File: config.mk
export PLATFORM = sky130hd
export DESIGN_NAME = angle_float_to_fixed
export DESIGN_NICKNAME = d
export VERILOG_FILES = /design/src/rtl/angle_float_to_fixed.sv
export SDC_FILE = /design/constraint.sdc
export NUM_CORES = 1
export LEC_CHECK = 0
export CAP_MARGIN = 20
export CORE_MARGIN = 5
export CORE_UTILIZATION = 40
export DETAILED_ROUTE_END_ITERATION = 7
export GPL_ROUTABILITY_DRIVEN = 0
export PLACE_DENSITY_LB_ADDON = 0.1
export RECOVER_POWER = 50
export SLEW_MARGIN = 25
export SYNTH_ARGS = -nofsm -noshare
export SYNTH_HDL_FRONTEND = slang
export SYNTH_SLANG_ARGS = --single-unit
File: constraint.sdc
create_clock -name clk -period 5.1 [get_ports clk]
set_input_delay 1.02 -clock clk [delete_from_list [all_inputs] [get_ports clk]]
set_output_delay 1.02 -clock clk [all_outputs]
set_load 0.05 [all_outputs]
File: src/rtl/angle_float_to_fixed.sv
// angle_float_to_fixed: three-stage IEEE-754 single to signed Q2.30 angle
// converter, clamped to [-1.0, +1.0], feeding the CORDIC cosine core.
//
// Ports:
//   clk       system clock, rising edge
//   reset     synchronous active-high reset, overrides clk_en
//   clk_en    pipeline advance enable shared with the cosine core
//   in_valid  angle carries a sample (sampled only when clk_en=1)
//   angle     IEEE-754 single-precision input
//   out_valid fixed/flags carry a result
//   fixed     signed Q2.30 result (0x40000000 = +1.0)
//   flags     [0] saturated (|x| > 1.0 or Inf), [1] NaN input
module angle_float_to_fixed (
    input  logic        clk,
    input  logic        reset,
    input  logic        clk_en,
    input  logic        in_valid,
    input  logic [31:0] angle,
    output logic        out_valid,
    output logic [31:0] fixed,
    output logic [1:0]  flags
);

    localparam logic [31:0] POS_ONE = 32'h4000_0000;
    localparam logic [31:0] NEG_ONE = 32'hC000_0000;

    // Stage 1: unpack and classify
    logic        v1;
    logic        s1_sign;
    logic [7:0]  s1_exp;
    logic [23:0] s1_mag;
    logic        s1_zero;
    logic        s1_nan;
    logic        s1_sat;

    // Stage 2: aligned magnitude
    logic        v2;
    logic        s2_sign;
    logic [31:0] s2_mag;
    logic        s2_nan;
    logic        s2_sat;

    logic [7:0]  in_exp;
    logic [22:0] in_man;
    logic        in_nan;
    logic        in_inf;
    logic        in_ovf;
    logic [31:0] aligned;
    logic [31:0] negated;

    assign in_exp = angle[30:23];
    assign in_man = angle[22:0];
    assign in_nan = (in_exp == 8'd255) && (in_man != 23'd0);
    assign in_inf = (in_exp == 8'd255) && (in_man == 23'd0);
    // e=255 is handled by the NaN/Inf terms; everything above 1.0 saturates
    assign in_ovf = (in_exp > 8'd127)
                 || ((in_exp == 8'd127) && (in_man != 23'd0));

    // Q2.30 places 1.0 at bit 30 and the hidden bit sits at bit 23, so an
    // exponent of 120 needs no shift. Below 97 every bit falls off the end.
    always_comb begin
        aligned = 32'd0;
        if (s1_zero) begin
            aligned = 32'd0;
        end else if (s1_exp >= 8'd120) begin
            aligned = {8'd0, s1_mag} << (s1_exp - 8'd120);
        end else if (s1_exp >= 8'd97) begin
            aligned = {8'd0, s1_mag} >> (8'd120 - s1_exp);
        end
    end

    assign negated = 32'd0 - s2_mag;

    always_ff @(posedge clk) begin
        if (reset) begin
            v1        <= 1'b0;
            s1_sign   <= 1'b0;
            s1_exp    <= 8'd0;
            s1_mag    <= 24'd0;
            s1_zero   <= 1'b1;
            s1_nan    <= 1'b0;
            s1_sat    <= 1'b0;
            v2        <= 1'b0;
            s2_sign   <= 1'b0;
            s2_mag    <= 32'd0;
            s2_nan    <= 1'b0;
            s2_sat    <= 1'b0;
            out_valid <= 1'b0;
            fixed     <= 32'd0;
            flags     <= 2'b00;
        end else if (clk_en) begin
            v1      <= in_valid;
            s1_sign <= angle[31];
            s1_exp  <= in_exp;
            s1_mag  <= {in_exp != 8'd0, in_man};
            s1_zero <= (in_exp == 8'd0);
            s1_nan  <= in_nan;
            s1_sat  <= in_inf || (in_ovf && !in_nan);

            v2      <= v1;
            s2_sign <= s1_sign;
            s2_mag  <= aligned;
            s2_nan  <= s1_nan;
            s2_sat  <= s1_sat;

            out_valid <= v2;
            if (s2_nan) begin
                fixed <= 32'd0;
                flags <= 2'b10;
            end else if (s2_sat) begin
                fixed <= s2_sign ? NEG_ONE : POS_ONE;
                flags <= 2'b01;
            end else begin
                // negating a zero magnitude yields zero, so no -0 escapes
                fixed <= s2_sign ? negated : s2_mag;
                flags <= 2'b00;
            end
        end
    end

endmodule

==> Word level (Yosys, flattened, before mapping) <==
Index checks and enable logic that the tools add are counted.
W data, S select, Z words.
{ "totals": {"wordCells": 45, "out_inout_bits": 35, "ff_bits": 108} }
{ "op_classes": {"eq_ne": 2, "n_addsub": 3, "shift": 2, "n_mux": 9, "n_reduce_logical": 11, "n_lt_le_gt_ge": 3} }
{ "op_table": {"columns": ["cell", "n"], "rows": [
  ["$mux W32", 7],
  ["$shl A24 B8 Y32", 1],
  ["$shr A24 B8 Y32", 1],
  ["$sub A1 B32 Y32 const A", 1],
  ["$logic_not A23 Y1", 1],
  ["$reduce_bool A23 Y1", 1],
  ["$ge A8 B7 Y1 const B", 2],
  ["$eq A8 B7 Y1 const B", 1],
  ["$eq A8 B8 Y1 const B", 1],
  ["$gt A8 B7 Y1 const B", 1],
  ["$logic_not A8 Y1", 1],
  ["$reduce_bool A8 Y1", 1],
  ["$sub A7 B8 Y8 const A", 1],
  ["$sub A8 B7 Y8 const B", 1],
  ["$logic_and A1 B1 Y1", 4],
  ["$logic_or A1 B1 Y1", 2],
  ["$mux W2", 1],
  ["$logic_not A1 Y1", 1],
  ["$mux W1", 1]
]} }

==> Depth between registers and ports, before layout <==
Gate-level depths: netlist of the first run.
{ "depth": {"ltp_word": 5, "ltp_mapped": 14} }

==> Least setup slack after synthesis of the first run <==
Ideal clock, no wire load.
{ "synth_path": {"path_kind": "reg-to-reg", "start": "register s1_exp[1]", "end": "register s2_mag[0]", "t_required_ns": 4.964, "path_slack_ns": 1.469, "path_stages_with_launch": 12, "setup_ns": 0.136, "arrival_time_ns": 3.495, "path_cell_list": "dfxtp_1 buf_1 clkbuf_1 buf_1 inv_1 ha_1 clkbuf_1 mux2_2 o21ai_0 o21ai_0 a222oi_1 o32ai_1"} }
{ "synth_via": {"elab_chain_cells": 5, "elab_cells_between_ends": 9} }
{ "synth_rtl": {"columns": ["item", "line_no", "text"], "rows": [
  ["start: declaration", "30", "logic [7:0] s1_exp;"],
  ["start signal: assignment", "94", "s1_exp <= in_exp;"],
  ["$sub A7 B8 Y8", "68", "aligned = {8'd0, s1_mag} >> (8'd120 - s1_exp);"],
  ["$shr A24 B8 Y32", "68", null],
  ["$mux W32", "67", "end else if (s1_exp >= 8'd97) begin"],
  ["$mux W32 (*)", "65", "end else if (s1_exp >= 8'd120) begin"],
  ["$mux W32 (*)", "63", "if (s1_zero) begin"],
  ["end signal: assignment", "102", "s2_mag <= aligned;"],
  ["end: declaration", "39", "logic [31:0] s2_mag;"]
]} }
Every way passes the cells marked *; elsewhere a longest branch is shown, timed or not.
A chain may end at the register's enable or synchronous reset.

==> Worst setup path after layout of the first run <==
{ "layout_path": {"start": "register s1_exp[4]", "end": "register s2_mag[14]"} }
The elaborated chain is that of the path after synthesis.

==> results of run 1 <==
cell usage in the layout, fill, tap and decap left out, types with 4 or more instances in the layout:
master             n
nand3_1           18
nor3_1            13
a31oi_1           10
a21o_1             5
nor2b_1           13
nand2_1          113
a32oi_1            5
ha_1               5
buf_4             15
mux4_2            33
a22oi_1           15
dfxtp_1          105
inv_6              4
xnor2_1           18
clkbuf_16          9
o211ai_1           7
o41ai_1            6
xor2_1            18
a21boi_0           5
nand2b_1          12
inv_1              9
dlygate4sd3_1     28
nor2_1           103
o21ai_0           49
a221oi_1          10
nand4_1            6
or4_1              5
nor3b_1            6
nor4b_1            4
o22ai_1            7
mux2_2            13
nor4_1            13
mux2i_1           83
a21oi_1           42
a211oi_1          21
clkdlybuf4s50_1   40
a22o_1             8
a311oi_1           5
o31ai_1           14
power breakdown:
part	internal (W)	switching, W
Combinational	0.000214	0.000337
Clock	0.000361	0.000368
Sequential	0.000864	0.0000450
Total	0.00144	0.000750
worst max-delay path by stage:
| stage | start | to | slack, ns | depth (start not counted) |
|---|---|---|---|---|
| final | s1_exp[4] | s2_mag[14] | 1.55 | 7 |
| after global routing | s1_exp[4] | s2_mag[14] | 1.38 | 7 |
| after CTS | s1_exp[4] | s2_mag[14] | 1.62 | 7 |
| after detailed placement | s1_exp[4] | s2_mag[14] | 1.63 | 7 |
| after global placement | s1_exp[4] | s2_mag[17] | 1.71 | 7 |
| after floorplan | s1_exp[1] | s2_mag[0] | 1.47 | 11 |
per-stage QoR:
stage               cells  worst slack [ns]  hold WS, ns
global placement     1221              1.71        0.434
finish               1237              1.55        0.446
CTS                  1237              1.62        0.460
detailed placement   1221              1.63        0.441
floorplan             949              1.47        0.438
global route         1237              1.38        0.480
final cells by class:
class                   instances  area (sq um)  area share [%]
inverters                      12          45.0           0.498
flip-flops and latches        108          2170            23.9
repair buffers                 85           802            8.86
clock buffers                  10           239            2.64
multi-input cells             751          5410            59.7
well taps                     265           332            3.66
clock inverters                 6          62.6           0.691
state kept, by name (all words and copies together), names as in the netlist:
signal	cells
v1	1
s1_mag	24
s2_mag	32
s1_sign	1
v2	1
s1_sat	1
s1_nan	1
flags	2
fixed	32
s1_zero	1
s1_exp	8
s2_sat	1
s2_nan	1
out_valid	1
s2_sign	1
tightest hold or removal path: stages (launching register included):
cell and delay (ns):
dfxtp_1 0.32, nand2_1 0.04, o21ai_0 0.05
logic make-up (layout without fill, tap and decap cells):
logic type	count (synthesis)	after routing	synth area share [%]
fa+ha+maj	5	5	0.791
xor+xnor	36	36	3.99
compound gates	248	248	21.9
flops	108	108	27.3
buf+inv	90	113	4.43
simple gates	333	333	19.8
mux	129	129	21.7
per-layer routing:
metal,GRT usage (%),wire (microns),vias up
met5,0,0,-
met4,7.80,778,0
met2,35.1,11600,299
met1,30.9,11200,3552
met3,4.43,1920,60
li1,-,-,3588
==> impl_metrics.env, run 1 <==
export IMPL_outcome="finished, final reports clean"
export IMPL_hp_start="fixed[12]"
export IMPL_cp_end_kind="flip-flop"
export IMPL_regToRegStartpoint="s1_exp[4]"
export IMPL_cts_sinks=108
export IMPL_yosys_top_cells_count="nand2_1 (113), dfxtp_1 (108), nor2_1 (104)"
export IMPL_syn_mean_instance_area_sq_um=8.34
export IMPL_dieWidth_microns=151
export IMPL_start_util_pct=40.6
export IMPL_critPathArrivalTime_ns=3.82
export IMPL_final_min_clock_period_ns=3.55
export IMPL_maxCapViolCount=0
export IMPL_start_kind="flip-flop"
export IMPL_ys_warn_count=0
export IMPL_rows=51
export IMPL_grt_max_degree=74
export IMPL_crit_type="flip-flop to flip-flop"
export IMPL_slowest_stage="dfxtp_1"
export IMPL_first_iter_violations=861
export IMPL_reg2reg_to="s2_mag[14]"
export IMPL_setup_viol_count_final=0
export IMPL_power_density_mw_per_mm2=242
export IMPL_dp_hpwl_mm=18.8
export IMPL_final_nets=1008
export IMPL_cts_buffer_depth=2
export IMPL_synth_cell_types=72
export IMPL_critical_path_top_delay_family="simple AND/OR/NAND/NOR gates"
export IMPL_post_route_util_pct=46.5
export IMPL_cellLeakagePower_nw=3.34
export IMPL_syn_inst=949
export IMPL_postCtsSetupBuffers=0
export IMPL_yosys_top_cells_area="dfxtp_1 (27%), mux2i_1 (11%), mux4_2 (9.4%)"
export IMPL_grt_pass1_vias=6891
export IMPL_io_pins=71
export IMPL_worstHoldPathCells=2
export IMPL_syn_area_sq_mm=0.00791
export IMPL_dr_total_vias=7499
export IMPL_yosysSeqAreaShare_pct=27.3
export IMPL_synth_net_count=990
export IMPL_antenna_found_initial=0
export IMPL_ctsHoldBuffers=0
export IMPL_max_slew_margin_rel_pct=25.6
export IMPL_post_route_drc_count=0
export IMPL_track_usage_pct=22.4
export IMPL_synth_top_area_share_pct=27.3
export IMPL_ys_flop_type="dfxtp_1"
export IMPL_p_total_w=0.00219
export IMPL_tightest_slew_ns=1.11
export IMPL_r2r_slack_ns=1.55
export IMPL_irDropWorstVdd_mv=0.175
export IMPL_ys_ff_latch=108
export IMPL_finalMaxSlewViolations=0
export IMPL_crit_required_ns=5.37
export IMPL_root_buffer="clkbuf_16"
export IMPL_critical_path_buf_inv_count=0
export IMPL_synth_edf_count=0
export IMPL_antenna_cells=0
export IMPL_fillers=1967
export IMPL_avgRoutedWirePerCell_microns=20.6
export IMPL_drt_pass1_iter_count=7
export IMPL_synth_top_cell_by_area="dfxtp_1"
export IMPL_cp_cell_sequence="ha_1 > or4b_4 > and3_4 > or4_4 > a2111oi_4 > nand3_1 > a211oi_1"
export IMPL_rr_worst_depth=7
export IMPL_post_cts_resized=0
export IMPL_port_buffers=70
export IMPL_cts_reportedPaths_clkPinSlew_ns=0.08
export IMPL_clock_skew_ns=0.00792
export IMPL_finalCritPeriodShare_pct=69.5
export IMPL_final_area_sq_mm=0.00905
export IMPL_vias_per_cell=6.06
export IMPL_worstSkewPairLatency_ns=0.37
export IMPL_grt_setup_unrepaired="no"
export IMPL_grt_pass1_wl_mm=39.9
export IMPL_slowest_delay_ns=0.75
export IMPL_cts_tree="done"
export IMPL_async_flop_share_pct=0
export IMPL_syn2layout_area_growth_pct=14.4
export IMPL_tns_ns=0
export IMPL_die_area_sq_mm=0.0227
export IMPL_grt_ovfl_total=0
export IMPL_min_to="fixed[12]"
export IMPL_hold_viol=0
export IMPL_fmax_ghz=0.282
export IMPL_antenna_left=0
export IMPL_wl_mm=25.5
export IMPL_placed_cell_area_sq_mm=0.00875
export IMPL_drive_gt1_share_pct=9.77
export IMPL_cts_made_buffers=9
export IMPL_ctsHtreeMaxLevel=3
export IMPL_core_sq_mm=0.0195
export IMPL_cp_max_fo=21
export IMPL_hold_path_class="flip-flop to flip-flop"
export IMPL_yosysMostFrequentCell="nand2_1"
export IMPL_die_h_microns=151
Power figures use the tool's default switching activity.
==> run 2, diff against run 1 <==
==> constraint.sdc (replaced) <==
create_clock -name clk -period 3.5 [get_ports clk]
set_input_delay 0.7 -clock clk [delete_from_list [all_inputs] [get_ports clk]]
set_output_delay 0.7 -clock clk [all_outputs]
set_load 0.05 [all_outputs]
==> run 2 against run 1 <==
Compared with the run above:
- sequential share of layout area is 0.33 points lower
- worst hold slack better by 0.0017 ns
- first-iteration DRC count is 5.6% higher
- critical endpoint unchanged
- sequential power is 45% higher
- global-route usage is 0.47 points higher
- critical path type unchanged
- sequential cell count stayed put
- largest power group unchanged
- count of clock-buffer cells in the layout stayed put
- combinational power is 50% higher
==> impl_metrics.env, run 2 (synthesis results as in run 1) <==
export IMPL_outcome="finished, final reports clean"
export IMPL_grt_pass1_wl_mm=40.4
export IMPL_drt_pass1_iter_count=6
export IMPL_fillers=1974
export IMPL_grt_ovfl_total=0
export IMPL_grt_pass1_vias=6961
export IMPL_antenna_left=0
export IMPL_cp_end_kind="flip-flop"
export IMPL_top_regs="fixed x32, s2_mag x32, s1_mag x24"
export IMPL_post_cts_resized=0
export IMPL_syn2layout_area_growth_pct=16.0
export IMPL_max_slew_margin_rel_pct=5.78
export IMPL_dp_hpwl_mm=19.4
export IMPL_postCtsSetupBuffers=0
export IMPL_crit_required_ns=3.78
export IMPL_reg2reg_to="s2_mag[14]"
export IMPL_worstHoldPathCells=2
export IMPL_start_util_pct=40.6
export IMPL_tightest_slew_ns=1.41
export IMPL_setup_viol_count_final=0
export IMPL_final_area_sq_mm=0.00918
export IMPL_worstSkewPairLatency_ns=0.37
export IMPL_finalMaxSlewViolations=0
export IMPL_rr_worst_depth=7
export IMPL_rows=51
export IMPL_die_area_sq_mm=0.0227
export IMPL_root_buffer="clkbuf_16"
export IMPL_start_kind="flip-flop"
export IMPL_finalCritPeriodShare_pct=84.5
export IMPL_cellLeakagePower_nw=3.38
export IMPL_dr_total_vias=7594
export IMPL_vias_per_cell=6.07
export IMPL_first_iter_violations=909
export IMPL_tns_ns=0
export IMPL_cts_sinks=108
export IMPL_placed_cell_area_sq_mm=0.00886
export IMPL_drive_gt1_share_pct=10.9
export IMPL_crit_type="flip-flop to flip-flop"
export IMPL_antenna_found_initial=0
export IMPL_cts_tree="done"
export IMPL_hold_path_class="flip-flop to flip-flop"
export IMPL_layout_common_cells="nand2_1 (113), dfxtp_1 (106), nor2_1 (103)"
export IMPL_cts_buffer_depth=2
export IMPL_ctsHtreeMaxLevel=3
export IMPL_r2r_slack_ns=0.54
export IMPL_core_sq_mm=0.0195
export IMPL_cp_cell_sequence="ha_1 > or4b_4 > and3_4 > or4_4 > a2111oi_4 > nand3_1 > a211oi_1"
export IMPL_cp_max_fo=7
export IMPL_min_to="fixed[18]"
export IMPL_die_h_microns=151
export IMPL_ctsHoldBuffers=0
export IMPL_power_density_mw_per_mm2=357
export IMPL_slowest_stage="or4_4"
export IMPL_critPathArrivalTime_ns=3.24
export IMPL_layout_commonest_cell="nand2_1"
export IMPL_post_route_util_pct=47.1
export IMPL_post_route_drc_count=0
export IMPL_maxCapViolCount=0
export IMPL_wl_mm=25.8
export IMPL_grt_setup_unrepaired="no"
export IMPL_hold_viol=0
export IMPL_dieWidth_microns=151
export IMPL_antenna_cells=0
export IMPL_port_buffers=70
export IMPL_clock_skew_ns=0.00835
export IMPL_irDropWorstVdd_mv=0.237
export IMPL_final_nets=1023
export IMPL_slowest_delay_ns=0.57
export IMPL_grt_max_degree=48
export IMPL_io_pins=71
export IMPL_cts_made_buffers=9
export IMPL_track_usage_pct=22.9
export IMPL_fmax_ghz=0.338
export IMPL_final_min_clock_period_ns=2.96
export IMPL_avgRoutedWirePerCell_microns=20.6
export IMPL_multi_input_area_sq_mm=0.00540
export IMPL_hp_start="fixed[18]"
export IMPL_seq_area_sq_mm=0.00216
export IMPL_whs_ns=0.448
export IMPL_cts_reportedPaths_clkPinSlew_ns=0.08
export IMPL_regToRegStartpoint="s1_exp[3]"
run 2: cell types whose count changed in the layout (fill, tap and decap cells not counted), sizes merged:
cell	before	now
buf	16	30
clkdlybuf4s50	40	51
dlygate4sd3	28	17
inv	14	11
bufinv	0	1
clkbuf	11	12
clkinv	4	5
clkinvlp	0	1
run 2: layout make-up:
| class | count | share of cell area, % |
|---|---|---|
| multi-input combinational | 751 | 58.9 |
| sequential | 108 | 23.6 |
| timing repair buffer | 100 | 9.94 |
| tap | 265 | 3.61 |
| clock buffer | 10 | 2.60 |
| clock inverter | 6 | 0.900 |
| inverter | 12 | 0.491 |
run 2: worst max path at each step:
| stage | from | end | slack (ns) | depth (start not counted) |
|---|---|---|---|---|
| 4_1_cts | s1_exp[3] | s2_mag[14] | 0.57 | 7 |
| 6_report | s1_exp[3] | s2_mag[14] | 0.54 | 7 |
| 2_1_floorplan | s1_exp[0] | s2_mag[2] | 0.1 | 13 |
| 3_3_place_gp | angle[0] | s1_sat | 0.51 | 7 |
| 3_5_place_dp | angle[0] | s1_sat | 0.53 | 7 |
| 5_1_grt | s1_exp[1] | s2_mag[10] | 0.42 | 8 |
run 2: routing by layer:
metal / global-route usage [%] / share of wire [%] / up-vias
met5: 0 / 0 / -
met4: 8.57 / 3.6 / 0
met3: 3.67 / 8.0 / 58
met2: 35.4 / 44 / 325
met1: 32.2 / 44 / 3574
li1: - / - / 3637
run 2: power by group:
group	switching, W	leakage (nW)	internal, W
clock network	0.000534	0.154	0.000591
logic	0.000497	2.34	0.000328
registers	0.0000631	0.879	0.00126
run 2: worst max-delay path, delay by kind of cell (launching register included):
family,cells,cell delay (ns)
simple gates,4,1.44
flops,1,0.34
compound gates,2,0.83
fa+ha+maj,1,0.25
run 2: per-stage QoR:
| stage | std cells | total power [W] | setup slack (ns) |
|---|---|---|---|
| after global placement | 1236 | 0.00216 | 0.507 |
| after floorplan | 949 | 0.00189 | 0.0984 |
| final | 1252 | 0.00327 | 0.541 |
| after detailed placement | 1236 | 0.00216 | 0.526 |
| after CTS | 1252 | 0.00329 | 0.570 |
| after global routing | 1252 | 0.00342 | 0.418 |
